[src/rtl/multicycle_ctrl.sv]
// Multi-cycle control sequencer: steps each instruction through fetch, decode,
// execute, memory and write-back, driving the datapath and a req/ready memory port.
module multicycle_ctrl (
  input  logic       clk,
  input  logic       rst_n,
  input  logic [5:0] op,
  input  logic [5:0] func,
  input  logic       zero,
  input  logic       mem_ready,
  output logic       mem_req,
  output logic       mem_we,
  output logic       IorD,
  output logic       IRWrite,
  output logic       PCWrite,
  output logic       PCSrc,
  output logic       RegWrite,
  output logic       RegDst,
  output logic       MemtoReg,
  output logic       ALUSrcA,
  output logic [1:0] ALUSrcB,
  output logic [2:0] ALU_op,
  output logic       instr_done,
  output logic       illegal,
  output logic [3:0] state
);

  typedef enum logic [3:0] {
    S_IDLE    = 4'd0,
    S_FETCH   = 4'd1,
    S_DECODE  = 4'd2,
    S_EXEC_R  = 4'd3,
    S_MEMADDR = 4'd4,
    S_MEM_RD  = 4'd5,
    S_MEM_WR  = 4'd6,
    S_WB_R    = 4'd7,
    S_WB_MEM  = 4'd8,
    S_BRANCH  = 4'd9,
    S_LUI_EX  = 4'd10,
    S_WB_LUI  = 4'd11,
    S_TRAP    = 4'd15
  } state_t;

  localparam logic [2:0] ALU_ADD = 3'b000;
  localparam logic [2:0] ALU_SUB = 3'b001;
  localparam logic [2:0] ALU_AND = 3'b010;
  localparam logic [2:0] ALU_OR  = 3'b011;
  localparam logic [2:0] ALU_XOR = 3'b100;
  localparam logic [2:0] ALU_LUI = 3'b101;

  state_t r_state;
  state_t w_next;
  logic   r_illegal;
  logic   w_rfunc_ok;

  always_ff @(posedge clk or negedge rst_n) begin
    if (!rst_n) begin
      r_state   <= S_IDLE;
      r_illegal <= 1'b0;
    end else begin
      r_state   <= w_next;
      r_illegal <= r_illegal | (w_next == S_TRAP);
    end
  end

  always_comb begin
    w_rfunc_ok = 1'b0;
    case (func)
      6'b100000, 6'b100010, 6'b100100, 6'b100101, 6'b100110: w_rfunc_ok = 1'b1;
      default: w_rfunc_ok = 1'b0;
    endcase
  end

  always_comb begin
    w_next     = r_state;
    mem_req    = 1'b0;
    mem_we     = 1'b0;
    IorD       = 1'b0;
    IRWrite    = 1'b0;
    PCWrite    = 1'b0;
    PCSrc      = 1'b0;
    RegWrite   = 1'b0;
    RegDst     = 1'b0;
    MemtoReg   = 1'b0;
    ALUSrcA    = 1'b0;
    ALUSrcB    = 2'b00;
    ALU_op     = ALU_ADD;
    instr_done = 1'b0;
    case (r_state)
      S_IDLE: w_next = S_FETCH;
      S_FETCH: begin
        mem_req = 1'b1;
        // PC+4 is computed and latched in the same cycle the fetch completes
        if (mem_ready) begin
          IRWrite = 1'b1;
          PCWrite = 1'b1;
          ALUSrcB = 2'b01;
          w_next  = S_DECODE;
        end
      end
      S_DECODE: begin
        ALUSrcB = 2'b11;
        if (op == 6'b000000 && w_rfunc_ok)        w_next = S_EXEC_R;
        else if (op == 6'b100011 || op == 6'b101011) w_next = S_MEMADDR;
        else if (op == 6'b000100)                 w_next = S_BRANCH;
        else if (op == 6'b001111)                 w_next = S_LUI_EX;
        else                                      w_next = S_TRAP;
      end
      S_EXEC_R: begin
        ALUSrcA = 1'b1;
        case (func)
          6'b100010: ALU_op = ALU_SUB;
          6'b100100: ALU_op = ALU_AND;
          6'b100101: ALU_op = ALU_OR;
          6'b100110: ALU_op = ALU_XOR;
          default:   ALU_op = ALU_ADD;
        endcase
        w_next = S_WB_R;
      end
      S_WB_R: begin
        RegWrite   = 1'b1;
        RegDst     = 1'b1;
        instr_done = 1'b1;
        w_next     = S_FETCH;
      end
      S_MEMADDR: begin
        ALUSrcA = 1'b1;
        ALUSrcB = 2'b10;
        w_next  = (op == 6'b101011) ? S_MEM_WR : S_MEM_RD;
      end
      S_MEM_RD: begin
        mem_req = 1'b1;
        IorD    = 1'b1;
        if (mem_ready) w_next = S_WB_MEM;
      end
      S_WB_MEM: begin
        RegWrite   = 1'b1;
        MemtoReg   = 1'b1;
        instr_done = 1'b1;
        w_next     = S_FETCH;
      end
      S_MEM_WR: begin
        mem_req = 1'b1;
        mem_we  = 1'b1;
        IorD    = 1'b1;
        if (mem_ready) begin
          instr_done = 1'b1;
          w_next     = S_FETCH;
        end
      end
      S_BRANCH: begin
        ALUSrcA    = 1'b1;
        ALU_op     = ALU_SUB;
        PCSrc      = 1'b1;
        PCWrite    = zero;
        instr_done = 1'b1;
        w_next     = S_FETCH;
      end
      S_LUI_EX: begin
        ALUSrcB = 2'b10;
        ALU_op  = ALU_LUI;
        w_next  = S_WB_LUI;
      end
      S_WB_LUI: begin
        RegWrite   = 1'b1;
        instr_done = 1'b1;
        w_next     = S_FETCH;
      end
      S_TRAP:  w_next = S_TRAP;
      default: w_next = S_TRAP;
    endcase
  end

  assign illegal = r_illegal;
  assign state   = r_state;

endmodule
[config.mk]
export PLATFORM = sky130hd
export DESIGN_NAME = multicycle_ctrl
export DESIGN_NICKNAME = d
export VERILOG_FILES = /design/src/rtl/multicycle_ctrl.sv
export SDC_FILE = /design/constraint.sdc
export NUM_CORES = 1
export LEC_CHECK = 0
export ABC_AREA = 1
export BUFFER_PORTS_ARGS = -buffer_cell sky130_fd_sc_hd__buf_2
export CAP_MARGIN = 15
export CORE_UTILIZATION = 40
export DETAILED_ROUTE_END_ITERATION = 8
export GPL_TIMING_DRIVEN = 0
export PLACE_DENSITY_LB_ADDON = 0.12
export SETUP_SLACK_MARGIN = 0.5
export SLEW_MARGIN = 20
export SYNTH_ARGS = -nofsm -noshare
export SYNTH_HDL_FRONTEND = slang
export SYNTH_SLANG_ARGS = --single-unit
[constraint.sdc]
create_clock -name clk -period 2.3 [get_ports clk]
set_input_delay 0.345 -clock clk [delete_from_list [all_inputs] [get_ports clk]]
set_output_delay 0.345 -clock clk [all_outputs]
set_load 0.02 [all_outputs]
Word level (Yosys, flattened, before mapping)
Index checks and enable logic that the tools add are counted.
{"block": "word_totals", "register_bits": 5, "latch_bits": 0, "ramBits": 0, "romBits": 0, "input_bits": 16, "output_inout_bits": 21, "elab_cells": 62, "n_memories": 0}
{"block": "op_classes", "addsub": 0, "n_mul": 0, "n_div": 0, "n_lt_le_gt_ge": 0, "eq_ne": 21, "n_shift": 0, "mux": 26, "bitwise_logic": 1, "reduce_logical": 12}
{"operator": "6-bit == test (second input constant)", "n": 7}
{"operator": "4-bit case mux with 8 select lines", "n": 1}
{"operator": "4-bit == test (second input constant)", "n": 5}
{"operator": "4-bit 2-to-1 mux", "n": 5}
{"operator": "4-bit by 3-bit == test with 1-bit output (second input constant)", "n": 4}
{"operator": "1-bit 2-to-1 mux", "n": 12}
{"operator": "3-bit case mux with 4 select lines", "n": 1}
{"operator": "5-bit OR reduction", "n": 2}
{"operator": "3-bit case mux with 3 select lines", "n": 1}
{"operator": "3-bit OR reduction", "n": 3}
{"operator": "4-bit by 2-bit == test with 1-bit output (second input constant)", "n": 2}
{"operator": "6-bit by 3-bit == test with 1-bit output (second input constant)", "n": 1}
{"operator": "6-bit by 4-bit == test with 1-bit output (second input constant)", "n": 1}
{"operator": "6-bit logical NOT", "n": 1}
{"operator": "3-bit 2-to-1 mux", "n": 2}
{"operator": "2-bit case mux with 3 select lines", "n": 1}
{"operator": "4-bit by 1-bit == test with 1-bit output (second input constant)", "n": 1}
{"operator": "4-bit logical NOT", "n": 1}
{"operator": "1-bit case mux with 2 select lines", "n": 2}
{"operator": "2-bit OR reduction", "n": 2}
{"operator": "4-bit OR reduction", "n": 1}
{"operator": "2-bit 2-to-1 mux", "n": 1}
{"operator": "1-bit logical AND", "n": 1}
{"operator": "1-bit logical OR", "n": 1}
{"operator": "1-bit bitwise OR", "n": 1}

Depth between registers and ports, before layout
Gate-level depths: netlist (run 1).
{"block": "logic_depth", "depth_word": 8, "mapped_depth": 10, "mapped_depth_nobuf": 10}

Worst setup path before layout (run 1)
Ideal clock, no wire load.
{"block": "synth_path", "path_kind": "reg-to-output", "start": "register r_state[3] (netlist: state[3])", "end": "output port ALU_op[0]", "arrival_time_ps": 1489, "required_time_ps": 1955, "path_slack_ps": 466, "stages_incl_launch_ff": 7, "path_buffers": 0, "path_cell_list": "dfrtp_1 -> inv_2 -> nor2_1 -> inv_1 -> nor2_1 -> inv_1 -> nand3_1"}
{"block": "synth_between", "elab_chain_cells": 2, "word_cells_on_any_way": 4, "classes_between": "eq/ne: 3; mux: 1"}
{"element": "start: declaration", "line": "50", "source": "state_t r_state;"}
{"element": "start signal: assignment", "line": "60", "source": "r_state <= w_next;"}
{"element": "4-bit == test / 4-bit by 2-bit == test with 1-bit output (equally long branches)", "line": "88", "source": "case (r_state)"}
{"element": "3-bit case mux with 3 select lines (*)", "line": "88"}
{"element": "end: declaration", "line": "21", "source": "output logic [2:0] ALU_op,"}
Every way passes the cells marked *; elsewhere a longest branch is shown, timed or not.

Worst setup path in the final report (run 1)
{"block": "layout_path", "start": "register r_state[2] (netlist: state[2])", "end": "output port PCWrite"}
{"block": "layout_between", "elab_chain_cells": 2, "word_cells_on_any_way": 3, "classes_between": "eq/ne: 2; mux: 1"}
{"element": "4-bit == test / 4-bit by 1-bit == test with 1-bit output (equally long branches)", "line": "88"}
{"element": "1-bit case mux with 2 select lines (*)", "line": "88"}
{"element": "end: declaration", "line": "14", "source": "output logic PCWrite,"}
Marks and branches as above.

==> results of run 1 <==
==> state kept, by name, indices dropped and copies added, names as in the netlist <==
signal / cells
illegal: 1
state: 4
==> critical path, stage by stage, from the launching register on <==
cell and delay (ns):
dfrtp_2 0.48, nor2_4 0.19, nand2_2 0.10, nor2_4 0.12, inv_1 0.07, nand2_1 0.05, buf_4 0.13
==> path summary, 6_finish.rpt <==
kind	from	endpoint	slack [ns]	cells past startpoint
hold reg to reg	illegal	illegal	0.47	2
setup reg to reg	state[3]	illegal	0.92	8
hold / removal	rst_n	state[0]	0.42	2
setup / recovery	state[2]	PCWrite	0.56	6
min in group clk	op[5]	state[1]	0.42	3
max in group asynchronous	rst_n	state[1]	1.73	2
==> routing by layer <==
| metal | track usage, % | vias to the layer above |
|---|---|---|
| li1 | - | 469 |
| met1 | 25.5 | 396 |
| met2 | 32.5 | 32 |
| met3 | 5.22 | 4 |
| met4 | 7.74 | 0 |
| met5 | 0 | - |
==> power by group <==
group          leakage [nW]  total, mW  switching (mW)  internal (mW)
combinational         0.545     0.0354          0.0204         0.0150
sequential           0.0428     0.0882               0         0.0882
clock                0.0150      0.109          0.0429         0.0660
total                 0.603      0.233          0.0633          0.169
==> area by class of cell <==
type	count	area [um2]
Clock buffer	4	26.3
Fill cell	127	389
Sequential cell	5	129
Multi-Input combinational cell	91	479
Tap cell	15	18.8
Inverter	26	100
Timing Repair Buffer	42	240
==> cell usage in the layout, fill, tap and decap left out <==
master          n
nand2_4         3
a21boi_0        1
nor2_4          7
clkbuf_4        3
dfrtp_2         3
nor4_2          1
nand2_2         3
nand3_1        10
nand4_1         6
clkbuf_1        1
nor3_1          2
o21ai_0         3
buf_2          31
inv_1          21
a21oi_1         1
o22ai_1         1
nor2_1         14
nand2_1        38
buf_4          10
a21oi_2         1
inv_4           1
inv_2           4
dfrtp_1         2
dlygate4sd3_1   1
==> kinds of logic (layout without fill, tap and decap cells) <==
family | after synthesis | after routing | share of synthesized area [%]
AND/OR/NAND/NOR | 84 | 84 | 58.1
buffers and inverters | 26 | 72 | 15.4
flip-flops | 5 | 5 | 19.8
AO/OA/AOI/OAI | 7 | 7 | 6.72
==> timing repair <==
| action | in CTS | in global routing |
|---|---|---|
| endpoints found under the hold margin | 5 | 0 |
| endpoints found under the setup margin | 5 | 9 |
| pin swaps | 0 | 4 |
| resized for setup | 2 | 26 |
| buffers inserted | 0 | 5 |
| hold buffers | 1 | 0 |
==> metrics by stage <==
step | instance area, um2 | total power, mW | util [%]
4_1_cts | 876 | 0.233 | 63.3
2_1_floorplan | 636 | 0.103 | -
3_3_place_gp | 835 | 0.121 | 60.4
6_report | 993 | 0.233 | 71.9
3_5_place_dp | 835 | 0.123 | 60.4
5_1_grt | 993 | 0.246 | 71.9
==> impl_metrics.toml, run 1 <==
[cells_and_area]
layout-drive-gt1-share_pct = 39.9
synthToLayoutAreaGrowth_pct = 56.9
fin_cells = 183
final_nets = 185
diodes = 0

[routing]
wl_met1_um = 777
top_layer = "met4"
drt-initial-drc-count = 23
vias_per_cell = 4.92
avgRoutedWirePerCell_um = 10.1
wl_met3_um = 96
postRouteAntennaNets = 0
drc_errors = 0
route.vias.total = 901
dr.pass1.iters = 4
wl_met2_um = 952
finalWirelength_um = 1860

[run_status]
status = "finished clean"

[timing]
tightest_slew_ns = 0.199
fin_tns_setup_ns = 0
slew_violations = 0
fin_ws_ns = 0.558
finClkSkew_ns = 0.00295
setup_violations = 0
fin_crit_sh_pct = 75.8
rsz0062_at_grt = "no"
hold_viol = 0
post-route-min-period_ns = 1.74
whs_ns = 0.416
maxSlewHeadroom_pct = 86.6
fmax_mhz = 574

[synth]
ys_top_cells_by_count = "41 x nand2_1, 24 x inv_1, 18 x nor2_1, 10 x nand3_1, 6 x nand4_1"
synth_most_common_cell = "nand2_1"
synth.distinct_cells = 17
synth_area_leaders = "nand2_1 24%, dfrtp_1 20%, inv_1 14%"
ys_warn_count = 0
netlist_area_um2 = 633
syn_inst = 122
async_flop_share_pct = 100
ys_seq_area_share_pct = 19.8
synth_edf_count = 0
syn-num-nets = 138
synth_top_area_share_pct = 24.3
synth_area_leader_cell = "nand2_1"
synth_flop_cell = "dfrtp_1"
avgSynthCellArea_um2 = 5.19
synth.ff_latch_count = 5

[worst_setup_path]
cp.required_ns = 1.96
path_class = "flop to output port"
critPathCaptureType = "output port"
crit_path_max_fanout = 7
cp_data_arrival_time_ns = 1.40
crit_path_start_kind = "flop"

[die]
start_util_pct = 45.8
die_area_um2 = 1750
rows = 13
fp.dieH_um = 41.8
boundaryPins = 37
fp.dieW_um = 41.8
core_area_um2 = 1380

[cts]
htree_num_levels = 1
cts.reportedPaths.clkPinSlew_ns = 0.05
cts_root_buffer = "clkbuf_4"
clkLatencyLatePin_ns = 0.25
cts_buffers = 3
clock_path_buffers = 2
cts_tree = "yes"
cts.sinks = 5

[global_routing]
grt_max_degree = 9
antenna_found_initial = 0
grt_first_pass_wirelength_um = 2730
grt_overflow_total = 0
grt_pass1_vias = 701
grt.total_usage_pct = 20.1

[pwr]
peakVddDrop_v = 0.000191
power.density_nw_per_um2 = 234
p_leak_nw = 0.603

[place]
port_buffers = 36
place_congestion = 0.833
dpl.cell_count = 173
pre_cts_ws_ns = 0.718
hpwl_um = 1420

[hold_path]
hold_path.class = "input pin to asynchronous set/reset pin"

[flow_run]
drv_cap = 0
Power figures use the tool's default switching activity.
==> run 2: changes to the inputs <==
--- a/config.mk
+++ b/config.mk
@@ -8,7 +8,7 @@
 export ABC_AREA = 1
 export BUFFER_PORTS_ARGS = -buffer_cell sky130_fd_sc_hd__buf_2
 export CAP_MARGIN = 15
-export CORE_UTILIZATION = 40
+export CORE_UTILIZATION = 38
 export DETAILED_ROUTE_END_ITERATION = 8
 export GPL_TIMING_DRIVEN = 0
 export PLACE_DENSITY_LB_ADDON = 0.12
==> constraint.sdc (replaced) <==
create_clock -name clk -period 1.6 [get_ports clk]
set_input_delay 0.24 -clock clk [delete_from_list [all_inputs] [get_ports clk]]
set_output_delay 0.24 -clock clk [all_outputs]
set_load 0.02 [all_outputs]
==> run 2 against run 1 <==
Effect of this change:
- the run now ends with negative setup slack left
- clock skew rose by 0.0023 ns
- sequential power rose by 44%
- flip-flop and latch count did not move
- routed wire length rose by 70%
- die area rose by 5.0%
- final area rose by 35%
- cell count rose by 9.8%
==> impl_metrics.toml, run 2 (synthesis gave the netlist of run 1 again) <==
[global_routing]
use_met2_pct = 51.8
busiest_layer = "met2"
grt_first_pass_wirelength_um = 3910
antenna_found_initial = 0
grt_overflow_total = 0
grtUsageMet1_pct = 32.6
grt_pass1_vias = 904
grt.total_usage_pct = 28.1
grt_max_degree = 6
use_met3_pct = 3.40

[timing]
rsz0062_at_grt = "yes"
maxSlewHeadroom_pct = 82.9
fmax_mhz = 596
hold_viol = 0
finClkSkew_ns = 0.00529
whs_ns = 0.340
slew_violations = 0
tightest_slew_ns = 0.255
fin_crit_sh_pct = 105
post-route-min-period_ns = 1.68
setup_violations = 8
fin_ws_ns = -0.0778

[worst_setup_path]
cpMaxStageDelayCell = "dfrtp_2"
critPathCaptureType = "output port"
crit_path_max_fanout = 5
cp_data_arrival_time_ns = 1.44
path_class = "flop to output port"
cp.required_ns = 1.36
worst_path_most_repeated_cell = "nand2_4"
slowest_delay_ns = 0.48
crit_chain = "inv_2 > nand2_4 > inv_4 > nand2_4 > nor2_4 > inv_2 > nand2_4 > buf_6"
rr_worst_depth = 9
crit_path_start_kind = "flop"

[place]
port_buffers = 36
place_congestion = 0.831
pre_cts_ws_ns = 0.166
hpwl_um = 1530

[cts]
cts_tree = "yes"
clock_path_buffers = 2
cts.sinks = 5
cts_root_buffer = "clkbuf_4"
cts.reportedPaths.clkPinSlew_ns = 0.05
htree_num_levels = 1
cts_buffers = 3
clkLatencyLatePin_ns = 0.25

[cells_and_area]
synthToLayoutAreaGrowth_pct = 112
diodes = 0
final_common_cell = "nand2_1"
largest_reg_flops = 4
layout-drive-gt1-share_pct = 62.2
final_nets = 202
final_cell_mix = "26 x nand2_1, 25 x buf_4, 17 x buf_2, 16 x buf_6, 12 x inv_1"

[run_status]
status = "finished with violations"
failed_checks = "negative setup slack"

[routing]
avgRoutedWirePerCell_um = 15.7
drc_errors = 0
route.vias.total = 1129
finalWirelength_um = 3160
dr.pass1.iters = 5
postRouteAntennaNets = 0
vias_per_cell = 5.62
drt-initial-drc-count = 68

[die]
core_area_um2 = 1520
fp.dieW_um = 42.8
rows = 14
fp.dieH_um = 42.8
start_util_pct = 41.5
die_area_um2 = 1830
boundaryPins = 37

[hold_path]
hold_path.class = "input pin to asynchronous set/reset pin"

[flow_run]
drv_cap = 0

[pwr]
peakVddDrop_v = 0.000312
power.density_nw_per_um2 = 250
p_leak_nw = 0.753
-- run 2: changes by cell type in the layout (fill, tap and decap cells not counted), moves of 7 or more --
cell / before / now
buf_4: 10 / 25
nand2_1: 38 / 26
buf_2: 31 / 17
buf_6: 0 / 16
inv_1: 21 / 12
inv_2: 4 / 11
-- run 2: final timing paths --
kind / from / end / slack [ns]
max: state[1] / ALUSrcB[0] / -0.08
min: rst_n / state[2] / 0.34
max reg2reg: state[1] / state[1] / 0.03
min reg2reg: illegal / illegal / 0.45
max in group asynchronous: rst_n / state[3] / 1.10
min in group clk: op[5] / state[0] / 0.39
-- run 2: worst max-delay path: cells and delay by family, from the launching register on --
family	cells	cell delay, ns
and+or+nand+nor	4	0.34
DFF	1	0.48
buffers and inverters	4	0.38
-- run 2: repair_timing --
action | CTS | global route
buffers inserted | 12 | 10
hold endpoints to repair | 5 | 0
hold buffers | 1 | 0
pin swaps | 16 | 18
endpoints found under the setup margin | 22 | 25
resized for setup | 44 | 27
-- run 2: area by class of cell --
cell class,count,area (um2)
clock buffers,4,26.3
fillers,75,180
inverters,26,105
multi-input cells,91,599
flip-flops and latches,5,130
well taps,16,20.0
repair buffers,59,463
-- run 2: per-stage QoR --
step           power [mW]  util (%)  instance area (um2)  TNS [ns]  std cells
5_1_grt             0.345      88.2                 1340    -0.600        201
3_3_place_gp        0.177      61.1                  931         0        174
4_1_cts             0.326      77.9                 1190         0        191
3_5_place_dp        0.180      61.1                  931         0        174
2_1_floorplan       0.150         -                  731         0        122
6_report            0.336      88.2                 1340    -0.319        201
-- run 2: metal layers --
layer	wire [um]	part of all wire, %	vias up
met5	0	0	-
met4	106	3.4	0
met3	274	8.7	19
met2	1670	53	88
met1	1110	35	511
li1	-	-	511
-- run 2: power by group --
part | leakage, nW | total (mW) | switching, mW | internal [mW]
logic | 0.696 | 0.0550 | 0.0333 | 0.0218
clock network | 0.0150 | 0.154 | 0.0592 | 0.0948
registers | 0.0425 | 0.127 | 0 | 0.127
total | 0.753 | 0.336 | 0.0925 | 0.243
==> run 3: changes to the inputs <==
--- a/config.mk
+++ b/config.mk
@@ -12,7 +12,7 @@
 export DETAILED_ROUTE_END_ITERATION = 8
 export GPL_TIMING_DRIVEN = 0
 export PLACE_DENSITY_LB_ADDON = 0.12
-export SETUP_SLACK_MARGIN = 0.5
+export SETUP_SLACK_MARGIN = 0.15
 export SLEW_MARGIN = 20
 export SYNTH_ARGS = -nofsm -noshare
 export SYNTH_HDL_FRONTEND = slang
==> run 3 against run 2 <==
Effect of this change:
- the run now ends clean
- first-iteration DRC count is 29% lower
- count of clock-buffer cells in the layout is the same
- worst hold slack lost 0.011 ns
- critical endpoint unchanged
==> impl_metrics.toml, run 3 (synthesis gave the netlist of run 1 again) <==
[run_status]
status = "finished clean"

[global_routing]
antenna_found_initial = 0
use_met2_pct = 50.3
grt.total_usage_pct = 26.4
grt_max_degree = 6
busiest_layer = "met2"
use_met3_pct = 3.40
grt_overflow_total = 0
grt_first_pass_wirelength_um = 3690
grt_pass1_vias = 892
grtUsageMet1_pct = 28.9

[worst_setup_path]
cp.required_ns = 1.36
crit_chain = "inv_2 > nand2_4 > inv_4 > nand2_4 > nor2_4 > inv_2 > nand2_2 > buf_6"
slowest_delay_ns = 0.45
critPathCaptureType = "output port"
cp.buffers_inverters = 4
cp_data_arrival_time_ns = 1.36
cpMaxStageDelayCell = "dfrtp_2"
r2r_end = "illegal"
path_class = "flop to output port"
crit_path_start_kind = "flop"
worst-path-stages = 8
r2r-start = "state[3]"
rr_worst_depth = 8
reg2reg_slack_ns = 0.15
crit_path_max_fanout = 5
critPathTopFamily = "flip-flops"

[die]
core_area_um2 = 1520
die_area_um2 = 1830
fp.dieH_um = 42.8
boundaryPins = 37
rows = 14
start_util_pct = 41.5
fp.dieW_um = 42.8

[timing]
post-route-min-period_ns = 1.60
slew_violations = 0
fin_crit_sh_pct = 99.8
setup_violations = 0
hold_viol = 0
finClkSkew_ns = 0.00832
fmax_mhz = 626
whs_ns = 0.329
tightest_slew_ns = 0.231
fin_tns_setup_ns = 0
rsz0062_at_grt = "yes"
maxSlewHeadroom_pct = 84.5

[cells_and_area]
diodes = 0
layout-drive-gt1-share_pct = 56.8
final_common_cell = "nand2_1"
fin_area_um2 = 1220
largest_reg_flops = 4
synthToLayoutAreaGrowth_pct = 93.5
finish.utilization_pct = 80.4
final_cell_mix = "27 x nand2_1, 20 x buf_2, 17 x buf_4, 13 x inv_1"
final_nets = 193

[hold_path]
min_path_cells = 3
hold_path.class = "input pin to flop"
hold-path-endpoint = "state[1]"
min-delay-start = "op[5]"

[place]
place_congestion = 0.829
placed_area_um2 = 870
port_buffers = 36
hpwl_um = 1440

[pwr]
power.density_nw_per_um2 = 267
p_leak_nw = 0.669
peakVddDrop_v = 0.000236

[routing]
dr.pass1.iters = 4
drc_errors = 0
finalWirelength_um = 2420
postRouteAntennaNets = 0
vias_per_cell = 5.30
route.vias.total = 1017
drt-initial-drc-count = 48
avgRoutedWirePerCell_um = 12.6

[cts]
htree_num_levels = 1
clock_path_buffers = 2
cts_buffers = 3
cts.reportedPaths.clkPinSlew_ns = 0.05
cts_root_buffer = "clkbuf_4"
cts_tree = "yes"
cts.sinks = 5
clkLatencyLatePin_ns = 0.25

[flow_run]
drv_cap = 0
==> run 3: routing by layer <==
layer,up-vias,share of wire [%]
met5,-,0
met4,0,2.3
met3,12,5.8
met2,62,53
met1,455,38
li1,488,-
==> run 3: report_power, final <==
| group | internal [mW] | total (mW) | switching, mW |
|---|---|---|---|
| Clock | 0.0943 | 0.148 | 0.0532 |
| Sequential | 0.127 | 0.127 | 0 |
| Combinational | 0.0216 | 0.0528 | 0.0311 |
==> run 3: what timing repair did <==
item	CTS	global route
pin swaps	9	8
resized for setup	47	27
hold endpoints to repair	5	0
setup endpoints to repair	14	17
hold buffers	1	0
buffers inserted	10	3
gates cloned	0	0
==> run 3: worst max-delay path by stage <==
stage                       endpoint  slack (ns)     start
after floorplan           instr_done        0.13  state[3]
after global placement     ALU_op[0]        0.18  state[2]
after detailed placement     PCWrite        0.16  state[1]
after CTS                    mem_req        0.05  state[0]
after global routing      ALUSrcB[0]       -0.04  state[1]
final                     ALUSrcB[0]       0.002  state[1]
==> run 3: final cells by class <==
type | count | area, um2
clock buffers | 4 | 26.3
fillers | 97 | 299
inverters | 26 | 108
multi-input cells | 91 | 568
flip-flops and latches | 5 | 130
well taps | 16 | 20.0
repair buffers | 50 | 373
==> run 3: worst reg2reg max path: stages (launching register included) <==
cell      delay (ns)
dfrtp_2         0.44
inv_4           0.12
nor2_4          0.05
buf_4           0.14
nand2_2         0.11
a21boi_0        0.21
nand2_1         0.13
nand2_1         0.08
nand2_1         0.06
==> run 3: stage by stage <==
stage | setup slack [ns] | power [mW] | instances
2_1_floorplan | 0.127 | 0.149 | 122
3_3_place_gp | 0.181 | 0.176 | 174
3_5_place_dp | 0.164 | 0.178 | 174
4_1_cts | 0.0508 | 0.330 | 189
5_1_grt | -0.0431 | 0.345 | 192
6_report | 0.00246 | 0.327 | 192
